`src/rtl/temporal_window_filter.sv`:
```
`default_nettype none
// ============================================================================
// Module      : temporal_window_filter
// Description : Race-logic temporal window filter. Once per gamma cycle it
//               timestamps the first rising edge on every spike channel and
//               on the two select lines. A channel's spike is forwarded only
//               if its arrival phase lies inside the window chosen by mode.
//               It also reports how many spikes passed in each gamma cycle.
// Ports       : aclk, grst           - clock, synchronous active-high reset
//               inputs[N]            - spike channels
//               sel_greater          - lower window bound spike
//               sel_lesser           - upper window bound spike
//               mode[2]              - 00 all, 01 greater, 10 lesser, 11 window
//               y[N]                 - filtered spikes (input coding)
//               phase[PW]            - current gamma phase
//               count_out[CW]        - spikes passed in last gamma cycle
//               count_valid          - one-cycle strobe, count_out updated
// Revision    : 1.0 - initial release
// ============================================================================
module temporal_window_filter #(
    parameter  int GAMMA_CYCLE_WIDTH = 16,
    parameter  int NUM_INPUTS        = 16,
    parameter  int PULSE_CODING      = 0,
    parameter  int PULSE_WIDTH       = 8,
    localparam int PW                = $clog2(GAMMA_CYCLE_WIDTH),
    localparam int CW                = $clog2(NUM_INPUTS + 1)
) (
    input  logic                  aclk,
    input  logic                  grst,
    input  logic [NUM_INPUTS-1:0] inputs,
    input  logic                  sel_greater,
    input  logic                  sel_lesser,
    input  logic [1:0]            mode,
    output logic [NUM_INPUTS-1:0] y,
    output logic [PW-1:0]         phase,
    output logic [CW-1:0]         count_out,
    output logic                  count_valid
);

    localparam logic [PW-1:0] GUARD_PHASE = PW'(GAMMA_CYCLE_WIDTH - 1);

    logic [PW-1:0]         phase_q, phase_d;
    logic [NUM_INPUTS-1:0] in_prev_q;
    logic [NUM_INPUTS-1:0] fired_q, fired_d;
    logic                  sg_prev_q, sl_prev_q;
    logic                  sg_seen_q, sg_seen_d;
    logic                  sl_seen_q, sl_seen_d;
    logic [1:0]            mode_q;
    logic [CW-1:0]         pass_count_q, pass_count_d;
    logic [CW-1:0]         count_out_q, count_out_d;
    logic                  count_valid_q, count_valid_d;

    logic                  w_guard;
    logic [NUM_INPUTS-1:0] w_ev;
    logic [NUM_INPUTS-1:0] w_first;
    logic [NUM_INPUTS-1:0] w_pass;
    logic                  w_sg_ev, w_sl_ev;
    logic                  w_greater_ok, w_lesser_ok;
    logic [CW-1:0]         w_pass_cnt;

    // Event detection and window decision
    always_comb begin
        w_guard = (phase_q == GUARD_PHASE);
        w_ev    = inputs & ~in_prev_q;
        w_sg_ev = sel_greater & ~sg_prev_q;
        w_sl_ev = sel_lesser  & ~sl_prev_q;
        w_first = w_ev & ~fired_q;
        // Same-cycle select events count as already seen: a greater tie
        // passes, a lesser tie blocks.
        w_greater_ok = ~mode_q[0] | sg_seen_q | w_sg_ev;
        w_lesser_ok  = ~mode_q[1] | ~(sl_seen_q | w_sl_ev);
        w_pass       = '0;
        if (!w_guard && w_greater_ok && w_lesser_ok) begin
            w_pass = w_first;
        end
        w_pass_cnt = '0;
        for (int i = 0; i < NUM_INPUTS; i++) begin
            w_pass_cnt = w_pass_cnt + CW'(w_pass[i]);
        end
    end

    // Next-state logic
    always_comb begin
        phase_d       = phase_q + PW'(1);
        fired_d       = fired_q | w_ev;
        sg_seen_d     = sg_seen_q | w_sg_ev;
        sl_seen_d     = sl_seen_q | w_sl_ev;
        pass_count_d  = pass_count_q + w_pass_cnt;
        count_out_d   = count_out_q;
        count_valid_d = 1'b0;
        if (w_guard) begin
            phase_d       = '0;
            fired_d       = '0;
            sg_seen_d     = 1'b0;
            sl_seen_d     = 1'b0;
            pass_count_d  = '0;
            count_out_d   = pass_count_q;
            count_valid_d = 1'b1;
        end
    end

    always_ff @(posedge aclk) begin
        if (grst) begin
            phase_q       <= '0;
            in_prev_q     <= '0;
            sg_prev_q     <= 1'b0;
            sl_prev_q     <= 1'b0;
            fired_q       <= '0;
            sg_seen_q     <= 1'b0;
            sl_seen_q     <= 1'b0;
            pass_count_q  <= '0;
            count_out_q   <= '0;
            count_valid_q <= 1'b0;
            mode_q        <= mode;
        end else begin
            phase_q       <= phase_d;
            in_prev_q     <= inputs;
            sg_prev_q     <= sel_greater;
            sl_prev_q     <= sel_lesser;
            fired_q       <= fired_d;
            sg_seen_q     <= sg_seen_d;
            sl_seen_q     <= sl_seen_d;
            pass_count_q  <= pass_count_d;
            count_out_q   <= count_out_d;
            count_valid_q <= count_valid_d;
            // Mode only changes at a gamma boundary so the whole cycle is
            // judged against one window definition.
            if (w_guard) begin
                mode_q <= mode;
            end
        end
    end

    // Output coding
    generate
        if (PULSE_CODING != 0) begin : g_pulse
            localparam int            PCW        = $clog2(PULSE_WIDTH + 1);
            localparam logic [PCW-1:0] PULSE_LOAD = PCW'(PULSE_WIDTH);
            for (genvar i = 0; i < NUM_INPUTS; i++) begin : g_ch
                logic [PCW-1:0] pcnt_q;
                always_ff @(posedge aclk) begin
                    if (grst || w_guard) begin
                        pcnt_q <= '0;
                    end else if (w_pass[i]) begin
                        pcnt_q <= PULSE_LOAD;
                    end else if (pcnt_q != '0) begin
                        pcnt_q <= pcnt_q - PCW'(1);
                    end
                end
                assign y[i] = (pcnt_q != '0);
            end
        end else begin : g_rise
            logic [NUM_INPUTS-1:0] y_q;
            always_ff @(posedge aclk) begin
                if (grst || w_guard) begin
                    y_q <= '0;
                end else begin
                    y_q <= y_q | w_pass;
                end
            end
            assign y = y_q;
        end
    endgenerate

    assign phase       = phase_q;
    assign count_out   = count_out_q;
    assign count_valid = count_valid_q;

endmodule
`default_nettype wire

```
`config.mk`:
```
export PLATFORM = sky130hd
export DESIGN_NAME = temporal_window_filter
export DESIGN_NICKNAME = d
export VERILOG_FILES = /design/src/rtl/temporal_window_filter.sv
export SDC_FILE = /design/constraint.sdc
export NUM_CORES = 1
export LEC_CHECK = 0
export CAP_MARGIN = 20
export CORE_ASPECT_RATIO = 1.25
export CORE_MARGIN = 5
export CORE_UTILIZATION = 25
export CTS_CLUSTER_DIAMETER = 80
export CTS_CLUSTER_SIZE = 25
export DETAILED_ROUTE_END_ITERATION = 8
export MAX_ROUTING_LAYER = met4
export PLACE_DENSITY = 0.42
export SYNTH_ARGS = -nofsm -noshare
export SYNTH_HDL_FRONTEND = slang
export SYNTH_SLANG_ARGS = --single-unit
```
`constraint.sdc`:
```
create_clock -name aclk -period 9.4 [get_ports aclk]
set_input_delay 1.88 -clock aclk [delete_from_list [all_inputs] [get_ports aclk]]
set_output_delay 1.88 -clock aclk [all_outputs]
set_load 0.03 [all_outputs]
```
==> Implementation_results.wiki, run 1 <==
{| class="wikitable"
! Metric !! Value
|-
| Average wire length per cell after detail routing || 12.38 µm
|-
| CTS Buffer Depth || 2
|-
| DRC violations left || 0
|-
| Maximum capacitance violations || 0
|-
| Mean instance size in the synthesized netlist || 9.627 µm²
|-
| Width of the chip || 106.3 µm
|-
| Register-to-register setup slack || 4350 ps
|-
| Total Nets Final || 391
|-
| Y dimension of the die || 130.4 µm
|-
| Cell breakdown of the critical path || clkdlybuf4s50_1, nor2b_4, o21ai_4, nand3_2, nor2_1, fa_1, inv_1, fa_1, fa_1, inv_1, fa_1, fa_1, inv_1, fa_1, nand2b_1, a21oi_1, xnor2_1, nor2_1
|-
| Leading post-synthesis cells by cell area || sky130_fd_sc_hd__dfxtp_1 (46%), sky130_fd_sc_hd__fa_1 (8.3%), sky130_fd_sc_hd__nor2_1 (5.7%), sky130_fd_sc_hd__inv_1 (4.7%), sky130_fd_sc_hd__a21oi_1 (4.1%)
|-
| Via count normalized by instance count || 4.242
|-
| Total global routing track utilization || 0.09786
|-
| Origin of the worst min-delay path || count_out[3]
|-
| RR Endpoint || pass_count_q[4]
|-
| Met3 usage || 0.02457
|-
| Status || finished, final reports clean
|-
| Clock tree from TritonCTS || done
|-
| Count of final hold-check violations || 0
|-
| Number of antenna cells inserted || 0
|-
| Routed Wire Length || 6.093 mm
|-
| CP dominant cell by count || sky130_fd_sc_hd__fa_1
|-
| Most congested layer reported by global routing || met2
|-
| EDFF count, synth || 2
|-
| Clk slew on worst S/H paths || 50 ps
|-
| Yosys cell types || 31
|-
| HPWL after detailed placement || 4.333 mm
|-
| CTS Hold Buffers Added || 0
|-
| Setup TNS || 0 ps
|-
| Fraction of registers with async set or reset after synthesis || 0
|-
| Synthesized netlist net count || 343
|-
| Maximum number of pins on one net before global-route repair || 43
|-
| Total core area || 11,510 µm²
|-
| Slew at the pin closest to its max-slew limit || 848.9 ps
|-
| Clock root buffer || sky130_fd_sc_hd__clkbuf_16
|-
| Hold Path Depth || 2
|-
| Adder-cell share of the synthesized area || 0.1174
|-
| Power per cell area || 224.0 nW/µm²
|-
| Combined area of all synthesized cells || 2898 µm²
|-
| ANT nets after route || 0
|-
| Type of the worst min-delay path || flop to flop
|-
| Vias in the first global route || 2,076
|-
| Mux cell area share after synthesis || 0
|-
| Post-synthesis share of cell area spent on xor and xnor gates || 0.01813
|-
| Sequential-to-total area share from yosys stat || 0.4836
|-
| CTS buffer count || 9
|-
| Crit share post-route || 0.6783
|-
| Final worst hold slack || 453.1 ps
|-
| Die outline area || 13,860 µm²
|-
| Effective utilization at floorplan || 0.2518
|-
| P_leak || 1.523 nW
|-
| Skew-Pair Late Insertion Delay || 320 ps
|-
| Setup repair after global routing missed its margin || false
|-
| Peak Freq || 156.8 MHz
|-
| Slew Limit Fails || 0
|-
| Synth Area in Compound Gates || 0.09974
|-
| Count of state elements after synthesis || 69
|-
| Setup-failing EPs final || 0
|-
| Top FF cell, synth || sky130_fd_sc_hd__dfxtp_1
|-
| Pre-Repair DR Iteration Count || 4
|-
| I/O Buffers || 47
|-
| Cell with the largest stage delay on the worst path || sky130_fd_sc_hd__fa_1
|-
| Combinational family with the most area after synthesis || simple AND/OR/NAND/NOR gates
|-
| Maximum vdd drop || 64.36 µV
|-
| Total of fill cells in the finished design || 1,202
|-
| Initial DRC Count || 49
|-
| Post-cts repair resize count || 0
|-
| CTS H-tree lvls || 3
|-
| Post-Synth Simple-Gate Area || 0.2107
|-
| Endpoint arrival time on the critical path || 6550 ps
|-
| Register Area || 1401 µm²
|-
| Global-route track usage on met2 || 0.1559
|-
| GR Util met1 || 0.1149
|-
| Share of cells above drive strength 1 || 0.07627
|-
| Cell accounting for the most synthesized area || sky130_fd_sc_hd__dfxtp_1
|-
| Worst path max stage delay || 560 ps
|-
| Top-area cell type share of the netlist area || 0.4629
|-
| Finished Core Util || 0.3257
|-
| Site Rows || 44
|-
| FF-to-FF Start || phase[0]
|-
| WS Path Type || input port to flop
|-
| Data required time of the worst path || 9580 ps
|-
| End point of the most critical hold path || count_out[3]
|-
| Clock skew after layout || 4.875 ps
|-
| Minimum period implied by the final worst setup slack || 6376 ps
|-
| Synth warn || 0
|-
| Total via count after detailed routing || 2,087
|-
| Startpoint type of the worst setup path || input port
|-
| Clk sink count || 69
|-
| Worst slew margin relative to its limit || 0.4332
|-
| Post-CTS Setup Bufs || 0
|-
| Maximum fanout encountered on the critical timing path || 18
|-
| I/O pin count || 48
|-
| First-pass GRT wire length || 10.23 mm
|-
| Post-synthesis instance total || 301
|-
| Kind of end point of the critical path || flop
|-
| Most common cell in the synthesized netlist || sky130_fd_sc_hd__dfxtp_1
|-
| Final weighted congestion of routability-driven global placement || 0.6944
|-
| FF-to-FF path depth || 17
|-
| Aggregate global routing overflow || 0
|-
| Cell types with the highest counts after synthesis || sky130_fd_sc_hd__dfxtp_1 (67), sky130_fd_sc_hd__nor2_1 (44), sky130_fd_sc_hd__inv_1 (36), sky130_fd_sc_hd__a21oi_1 (24)
|-
| Initial antenna violation count || 0
|-
| Area added between synthesis and finish || 29.32%
|-
| Footprint of the multi-input gates || 1292 µm²
|}
==> registers in the layout, indices dropped and copies added (netlist names), 2 cells and up <==
name,flops
fired_q,16
in_prev_q,16
y,16
count_out,5
pass_count_q,5
phase,4
mode_q,2
==> metrics by stage <==
step	total power [W]	std cells	cell area, µm²	worst slack, ps
detailed placement	0.0005547	476	3483	2671
finish	0.0008395	492	3747	3024
global placement	0.0005537	476	3483	2759
floorplan	0.0004987	301	2898	3447
global route	0.0009014	492	3747	2606
CTS	0.0008585	492	3747	2977
==> where the power goes <==
group	internal, W	switching (W)	total (W)
sequential	0.000320	0.0000138	0.000334
clock	0.000185	0.000111	0.000296
combinational	0.0000951	0.000115	0.000210
total	0.000600	0.000240	0.000840
==> worst max path at each step <==
stage                           start         endpoint  cells past startpoint
after floorplan            sel_lesser  pass_count_q[4]                     18
after detailed placement   sel_lesser  pass_count_q[4]                     18
after CTS                 sel_greater  pass_count_q[4]                     18
after global placement     sel_lesser  pass_count_q[4]                     18
final                      sel_lesser  pass_count_q[4]                     18
after global routing       sel_lesser  pass_count_q[4]                     18
==> cells in the final DEF (no fill, tap or decap) <==
cell type                         Yosys  final
sky130_fd_sc_hd__nand2b_1             2      2
sky130_fd_sc_hd__nor3b_1              8      8
sky130_fd_sc_hd__clkbuf_8             0      1
sky130_fd_sc_hd__inv_2                1      1
sky130_fd_sc_hd__buf_4                0      1
sky130_fd_sc_hd__o31ai_2              7      7
sky130_fd_sc_hd__nor2_1              44     44
sky130_fd_sc_hd__nor2b_1             18     18
sky130_fd_sc_hd__o21ai_4              1      1
sky130_fd_sc_hd__clkdlybuf4s50_1      0     47
sky130_fd_sc_hd__xnor2_1              2      2
sky130_fd_sc_hd__clkinv_2             0      2
sky130_fd_sc_hd__inv_1               36     36
sky130_fd_sc_hd__clkbuf_16            0      9
sky130_fd_sc_hd__nor2b_4              1      1
sky130_fd_sc_hd__and3_1               1      1
sky130_fd_sc_hd__nand4_1              8      8
sky130_fd_sc_hd__xor2_1               4      4
sky130_fd_sc_hd__fa_1                12     12
sky130_fd_sc_hd__a21o_1               1      1
sky130_fd_sc_hd__a21oi_1             24     24
sky130_fd_sc_hd__ha_1                 8      8
sky130_fd_sc_hd__dfxtp_1             67     67
sky130_fd_sc_hd__and2_1               2      2
sky130_fd_sc_hd__clkbuf_1             2      4
sky130_fd_sc_hd__nand2_1             18     18
sky130_fd_sc_hd__nand3_1              3      3
sky130_fd_sc_hd__a31oi_1              8      8
sky130_fd_sc_hd__o31ai_1              1      1
sky130_fd_sc_hd__nor2_4               1      1
sky130_fd_sc_hd__nand3_2              2      2
sky130_fd_sc_hd__edfxtp_1             2      2
sky130_fd_sc_hd__nand2_4              1      1
sky130_fd_sc_hd__nand3b_1             7      7
==> metal layers <==
layer,up-vias,wire length [µm]
li1,1073,-
met1,977,2879
met2,30,2914
met3,7,183
met4,0,115
met5,-,0
==> logic make-up after synthesis <==
kind of cell | Yosys count
xor+xnor | 6
fa+ha+maj | 20
compound gates | 42
flops | 69
simple gates | 116
buf+inv | 48
==> critical path, delay by kind of cell <==
family          cells  cell delay, ps
simple gates        5             810
buf+inv             4             600
compound gates      2             580
fa+ha+maj           6            2540
xor+xnor            1             130
==> final cells by class <==
| class | instances | area share |
|---|---|---|
| Multi-Input combinational cell | 184 | 0.3449 |
| Clock inverter | 2 | 0.002671 |
| Timing Repair Buffer | 48 | 0.1275 |
| Clock buffer | 14 | 0.06778 |
| Inverter | 37 | 0.03706 |
| Sequential cell | 69 | 0.3740 |
| Tap cell | 138 | 0.04608 |
Power figures use the tool's default switching activity.
==> inputs of run 2 (changes only) <==
==> constraint.sdc (replaced) <==
create_clock -name aclk -period 5.94 [get_ports aclk]
set_input_delay 1.188 -clock aclk [delete_from_list [all_inputs] [get_ports aclk]]
set_output_delay 1.188 -clock aclk [all_outputs]
set_load 0.03 [all_outputs]
==> run 2 against run 1 <==
Against the previous run:
- via count down 0.67%
- sequential power up 58%
- register-to-register slack worse by 3100 ps
- critical path type unchanged
==> Implementation_results.wiki, run 2 (synthesized netlist as in run 1, its figures left out) <==
{| class="wikitable"
! Metric !! Value
|-
| Status || finished, final reports clean
|-
| DRC violations left || 0 (unchanged)
|-
| Peak Freq || 182.1 MHz
|-
| Share of cells above drive strength 1 || 0.08964 (+0.01336)
|-
| Clk sink count || 69 (unchanged)
|-
| Minimum period implied by the final worst setup slack || 5493 ps
|-
| CTS buffer count || 9 (unchanged)
|-
| Setup repair after global routing missed its margin || false
|-
| CTS Hold Buffers Added || 0 (unchanged)
|-
| Clock tree from TritonCTS || done
|-
| Die outline area || 13,860 µm² (unchanged)
|-
| Pre-Repair DR Iteration Count || 4 (unchanged)
|-
| Routed Wire Length || 6.408 mm (+5.2%)
|-
| Initial antenna violation count || 0 (unchanged)
|-
| Startpoint type of the worst setup path || input port
|-
| Maximum vdd drop || 132.3 µV (+110%)
|-
| Width of the chip || 106.3 µm (unchanged)
|-
| Crit share post-route || 0.9247
|-
| Total core area || 11,510 µm² (unchanged)
|-
| Count of final hold-check violations || 0 (unchanged)
|-
| Total of fill cells in the finished design || 1,183 (-1.6%)
|-
| Total global routing track utilization || 0.1046 (+0.006752)
|-
| Y dimension of the die || 130.4 µm (unchanged)
|-
| Aggregate global routing overflow || 0 (unchanged)
|-
| WS Path Type || input port to flop
|-
| Most frequent standard cell in the layout excluding fill and tap cells || sky130_fd_sc_hd__dfxtp_1
|-
| Endpoint arrival time on the critical path || 5680 ps (-870 ps)
|-
| Final weighted congestion of routability-driven global placement || 0.7268 (+4.7%)
|-
| Clock skew after layout || 6.934 ps (+2.059 ps)
|-
| Maximum number of pins on one net before global-route repair || 43 (unchanged)
|-
| I/O pin count || 48 (unchanged)
|-
| ANT nets after route || 0 (unchanged)
|-
| Average wire length per cell after detail routing || 12.95 µm (+4.5%)
|-
| Site Rows || 44 (unchanged)
|-
| Post-route total power || 0.001352 W (+61%)
|-
| Number of antenna cells inserted || 0 (unchanged)
|-
| I/O Buffers || 47 (unchanged)
|-
| First-pass GRT wire length || 10.70 mm (+4.7%)
|-
| Area added between synthesis and finish || 30.57%
|-
| Post-cts repair resize count || 0 (unchanged)
|-
| Vias in the first global route || 2,176 (+4.8%)
|-
| Clk slew on worst S/H paths || 50 ps (about the same)
|-
| Setup-failing EPs final || 0 (unchanged)
|-
| Type of the worst min-delay path || flop to flop
|-
| P_leak || 1.546 nW (+1.5%)
|-
| Cell with the largest stage delay on the worst path || sky130_fd_sc_hd__fa_1
|-
| Worst path max stage delay || 570 ps (about the same)
|-
| Skew-Pair Late Insertion Delay || 330 ps (about the same)
|-
| Setup TNS || 0 ps (unchanged)
|-
| Slew Limit Fails || 0 (unchanged)
|-
| Leading cell types in the layout, fill and taps excluded || sky130_fd_sc_hd__dfxtp_1 (67), sky130_fd_sc_hd__clkdlybuf4s50_1 (47), sky130_fd_sc_hd__nor2_1 (44)
|-
| HPWL after detailed placement || 4.414 mm (+1.9%)
|-
| CTS Buffer Depth || 2 (unchanged)
|-
| Cell breakdown of the critical path || clkdlybuf4s50_1, nor2b_4, o21ai_4, buf_4, nand4_1, fa_1, fa_1, fa_1, inv_1, fa_1, fa_1, inv_1, fa_1, nand2b_1, a21oi_1, xnor2_1, nor2_1
|-
| Total Nets Final || 395 (+1.0%)
|-
| Kind of end point of the critical path || flop
|-
| Total via count after detailed routing || 2,073 (-0.67%)
|-
| Power per cell area || 357.4 nW/µm² (+60%)
|-
| Post-CTS Setup Bufs || 0 (unchanged)
|-
| Maximum fanout encountered on the critical timing path || 11 (-7)
|-
| CTS H-tree lvls || 3 (unchanged)
|-
| Worst slew margin relative to its limit || 0.4237 (-0.009517)
|-
| Effective utilization at floorplan || 0.2518 (unchanged)
|-
| Data required time of the worst path || 6130 ps (-3450 ps)
|-
| Maximum capacitance violations || 0 (unchanged)
|-
| Clock root buffer || sky130_fd_sc_hd__clkbuf_16
|-
| Initial DRC Count || 47 (-4.1%)
|-
| CP dominant cell by count || sky130_fd_sc_hd__fa_1
|-
| Slew at the pin closest to its max-slew limit || 863.2 ps (+14.25 ps)
|-
| Via count normalized by instance count || 4.188 (-1.3%)
|}
## run 2: cell count changes in the layout (fill, tap and decap cells not counted)
| cell | before | now |
|---|---|---|
| sky130_fd_sc_hd__buf_4 | 1 | 5 |
| sky130_fd_sc_hd__clkbuf_8 | 1 | 2 |
| sky130_fd_sc_hd__clkbuf_1 | 4 | 2 |
## run 2: worst paths after layout
kind / slack [ps] / startpoint / cells past startpoint / endpoint
worst min register to register: 460 / count_out[4] / 2 / count_out[4]
worst max-delay path: 450 / sel_lesser / 17 / pass_count_q[4]
worst min-delay path: 460 / count_out[4] / 2 / count_out[4]
worst max register to register: 1230 / phase[0] / 18 / pass_count_q[4]
## run 2: per-stage QoR
stage / utilization / area [µm²] / std cells / hold slack, ps / worst slack, ps
2_1_floorplan: - / 2898 / 301 / 427.8 / 679.1
3_3_place_gp: 0.3054 / 3513 / 480 / 438.4 / 167.8
3_5_place_dp: 0.3054 / 3513 / 480 / 449.0 / 83.26
4_1_cts: 0.3288 / 3784 / 495 / 459.0 / 417.8
5_1_grt: 0.3288 / 3784 / 495 / 477.6 / 119.6
6_report: 0.3288 / 3784 / 495 / 455.2 / 447.1
## run 2: routing by layer
metal  share of wire  vias to the layer above  track usage
met5               0                        -            -
met4           0.015                        0      0.04802
li1                -                     1070            -
met3           0.049                        7      0.03538
met1            0.46                      950       0.1185
met2            0.48                       46       0.1678
## run 2: power by group
part	switching (W)	leakage (nW)	internal, W	total, W
Sequential	0.0000225	0.574	0.000506	0.000529
Clock	0.000187	0.135	0.000301	0.000488
Combinational	0.000184	0.836	0.000152	0.000335
## run 2: layout make-up
cell class / count / area, µm² / share of cell area
Clock buffer: 13 / 260.3 / 0.06878
Multi-Input combinational cell: 184 / 1292 / 0.3416
Inverter: 37 / 138.9 / 0.03671
Sequential cell: 69 / 1401 / 0.3704
Clock inverter: 2 / 10.01 / 0.002646
Tap cell: 138 / 172.7 / 0.04564
Timing Repair Buffer: 52 / 508.0 / 0.1343
## run 2: critical path: cells and delay by family
family	cells	cell delay [ps]
adder cells (fa/ha/maj)	6	2700
buffers and inverters	4	770
AND/OR/NAND/NOR	4	490
AO/OA/AOI/OAI	2	390
XOR/XNOR	1	130
==> variant: new RTL, settings of run 2 <==
`PULSE_CODING`: 0 -> 1.
--- a/src/rtl/temporal_window_filter.sv
+++ b/src/rtl/temporal_window_filter.sv
@@ -20,7 +20,7 @@
 module temporal_window_filter #(
     parameter  int GAMMA_CYCLE_WIDTH = 16,
     parameter  int NUM_INPUTS        = 16,
-    parameter  int PULSE_CODING      = 0,
+    parameter  int PULSE_CODING      = 1,
     parameter  int PULSE_WIDTH       = 8,
     localparam int PW                = $clog2(GAMMA_CYCLE_WIDTH),
     localparam int CW                = $clog2(NUM_INPUTS + 1)
Formal check against the unedited RTL: not equivalent (a bounded check fails within 10 cycles, from zero or initial values and one cycle with grst high).
==> variant against run 2 <==
- sequential cell count is 48 higher
- non-clock buffer count increased by 10
- largest power group is now combinational logic
- via count rose by 110%
- sequential power rose by 120%
- total power increased to 2.9 times the old value
- area after synthesis increased by 100%
- cell area is 89% higher
- largest cell class is now multi-input gates
- cell count rose by 100%
- wire length grew 94%
- setup slack got worse by 44 ps
==> variant: results (changes against run 2) <==
SYN_NETS=716  # +110%
SYNTH.TOP_CELLS.BY_COUNT='115 x dfxtp_1, 85 x nor2_1, 74 x inv_1'
NON_CLOCK_BUFFER_AREA_FRACTION_AFTER_LAYOUT_PCT=8.14  # -5.3 points
POWER_LEAKAGE_nW=3.00  # +94%
RELATIVE_CONTRIBUTION_OF_SEQUENTIAL_CELLS_TO_TOTAL_POWER_PCT=29.7  # -9.4 points
SYNTH.FF_LATCH_COUNT=117  # +70%
ROUTE.DETAILED.VIAS_PER_INST=4.33  # +3.4%
POST_ROUTE_CELLS_DRIVE_ABOVE_1_SHARE_PCT=14.3  # +5.4 points
FIRST_GLOBAL_VIAS=4440  # +100%
CRITICAL_PATH.MAX_FANOUT=9  # -2
CLOCK_AREA_SHARE_PCT=8.31  # +1.2 points
COMB_CELL_POWER_mW=1.72  # +410%
YS_TOP_CELLS_BY_AREA='dfxtp_1 40%, ha_1 8.7%, a21oi_1 5.9%'
WORST_PATH_LARGEST_CELL_DELAY_PS=550  # -20 ps
RUN_STATUS='finished clean'
SYNTH.YOSYS.SEQ_AREA_SHARE_PCT=40.8  # -7.5 points
WORST-R2R-SETUP-SLACK_PS=1030  # -200 ps
WL_PER_CELL_UM=12.5  # -3.1%
DETAILROUTE.VIA_COUNT=4299  # +110%
PLACE_AREA_UM2=6570  # +87%
WORST-R2R-CELL-COUNT=17  # -1
SYNTH-COMPOUND-AREA-SHARE_PCT=13.9  # +3.9 points
PLACE_WS_PS=-82.3  # -166 ps
SYNTH.LIB_CELLS_USED.DISTINCT=35  # +13%
GRT_FIRST_PASS_WIRELENGTH_MM=21.3  # +99%
LAYOUT.COMB_GATES.MULTI_INPUT=419  # +130%
ARRIVAL_PS=5820  # +140 ps
## variant: cell types whose count changed after synthesis, sizes merged, moves of 12 or more
cell	run 2	this run
nor3	0	16
inv	37	75
nor2	45	86
or3b	0	12
a21o	1	14
clkbuf	2	15
o21ai	1	17
a211oi	0	16
ha	8	40
or3	0	32
mux2	0	16
dfxtp	67	115
xnor2	2	20
a21oi	24	68
## variant: worst min path at each step
| stage | startpoint | end | cells after the start |
|---|---|---|---|
| 5_1_grt | sg_seen_q | sg_seen_q | 2 |
| 4_1_cts | sg_seen_q | sg_seen_q | 2 |
| 3_3_place_gp | sg_seen_q | sg_seen_q | 2 |
| 2_1_floorplan | sg_seen_q | sg_seen_q | 2 |
| 6_report | sg_seen_q | sg_seen_q | 2 |
| 3_5_place_dp | sg_seen_q | sg_seen_q | 2 |
## variant: routing by layer
metal	share of wire (%)	GRT usage [%]
met3	3.1	3.07
met5	0	-
met2	54	18.4
met4	1.8	4.22
met1	41	10.7
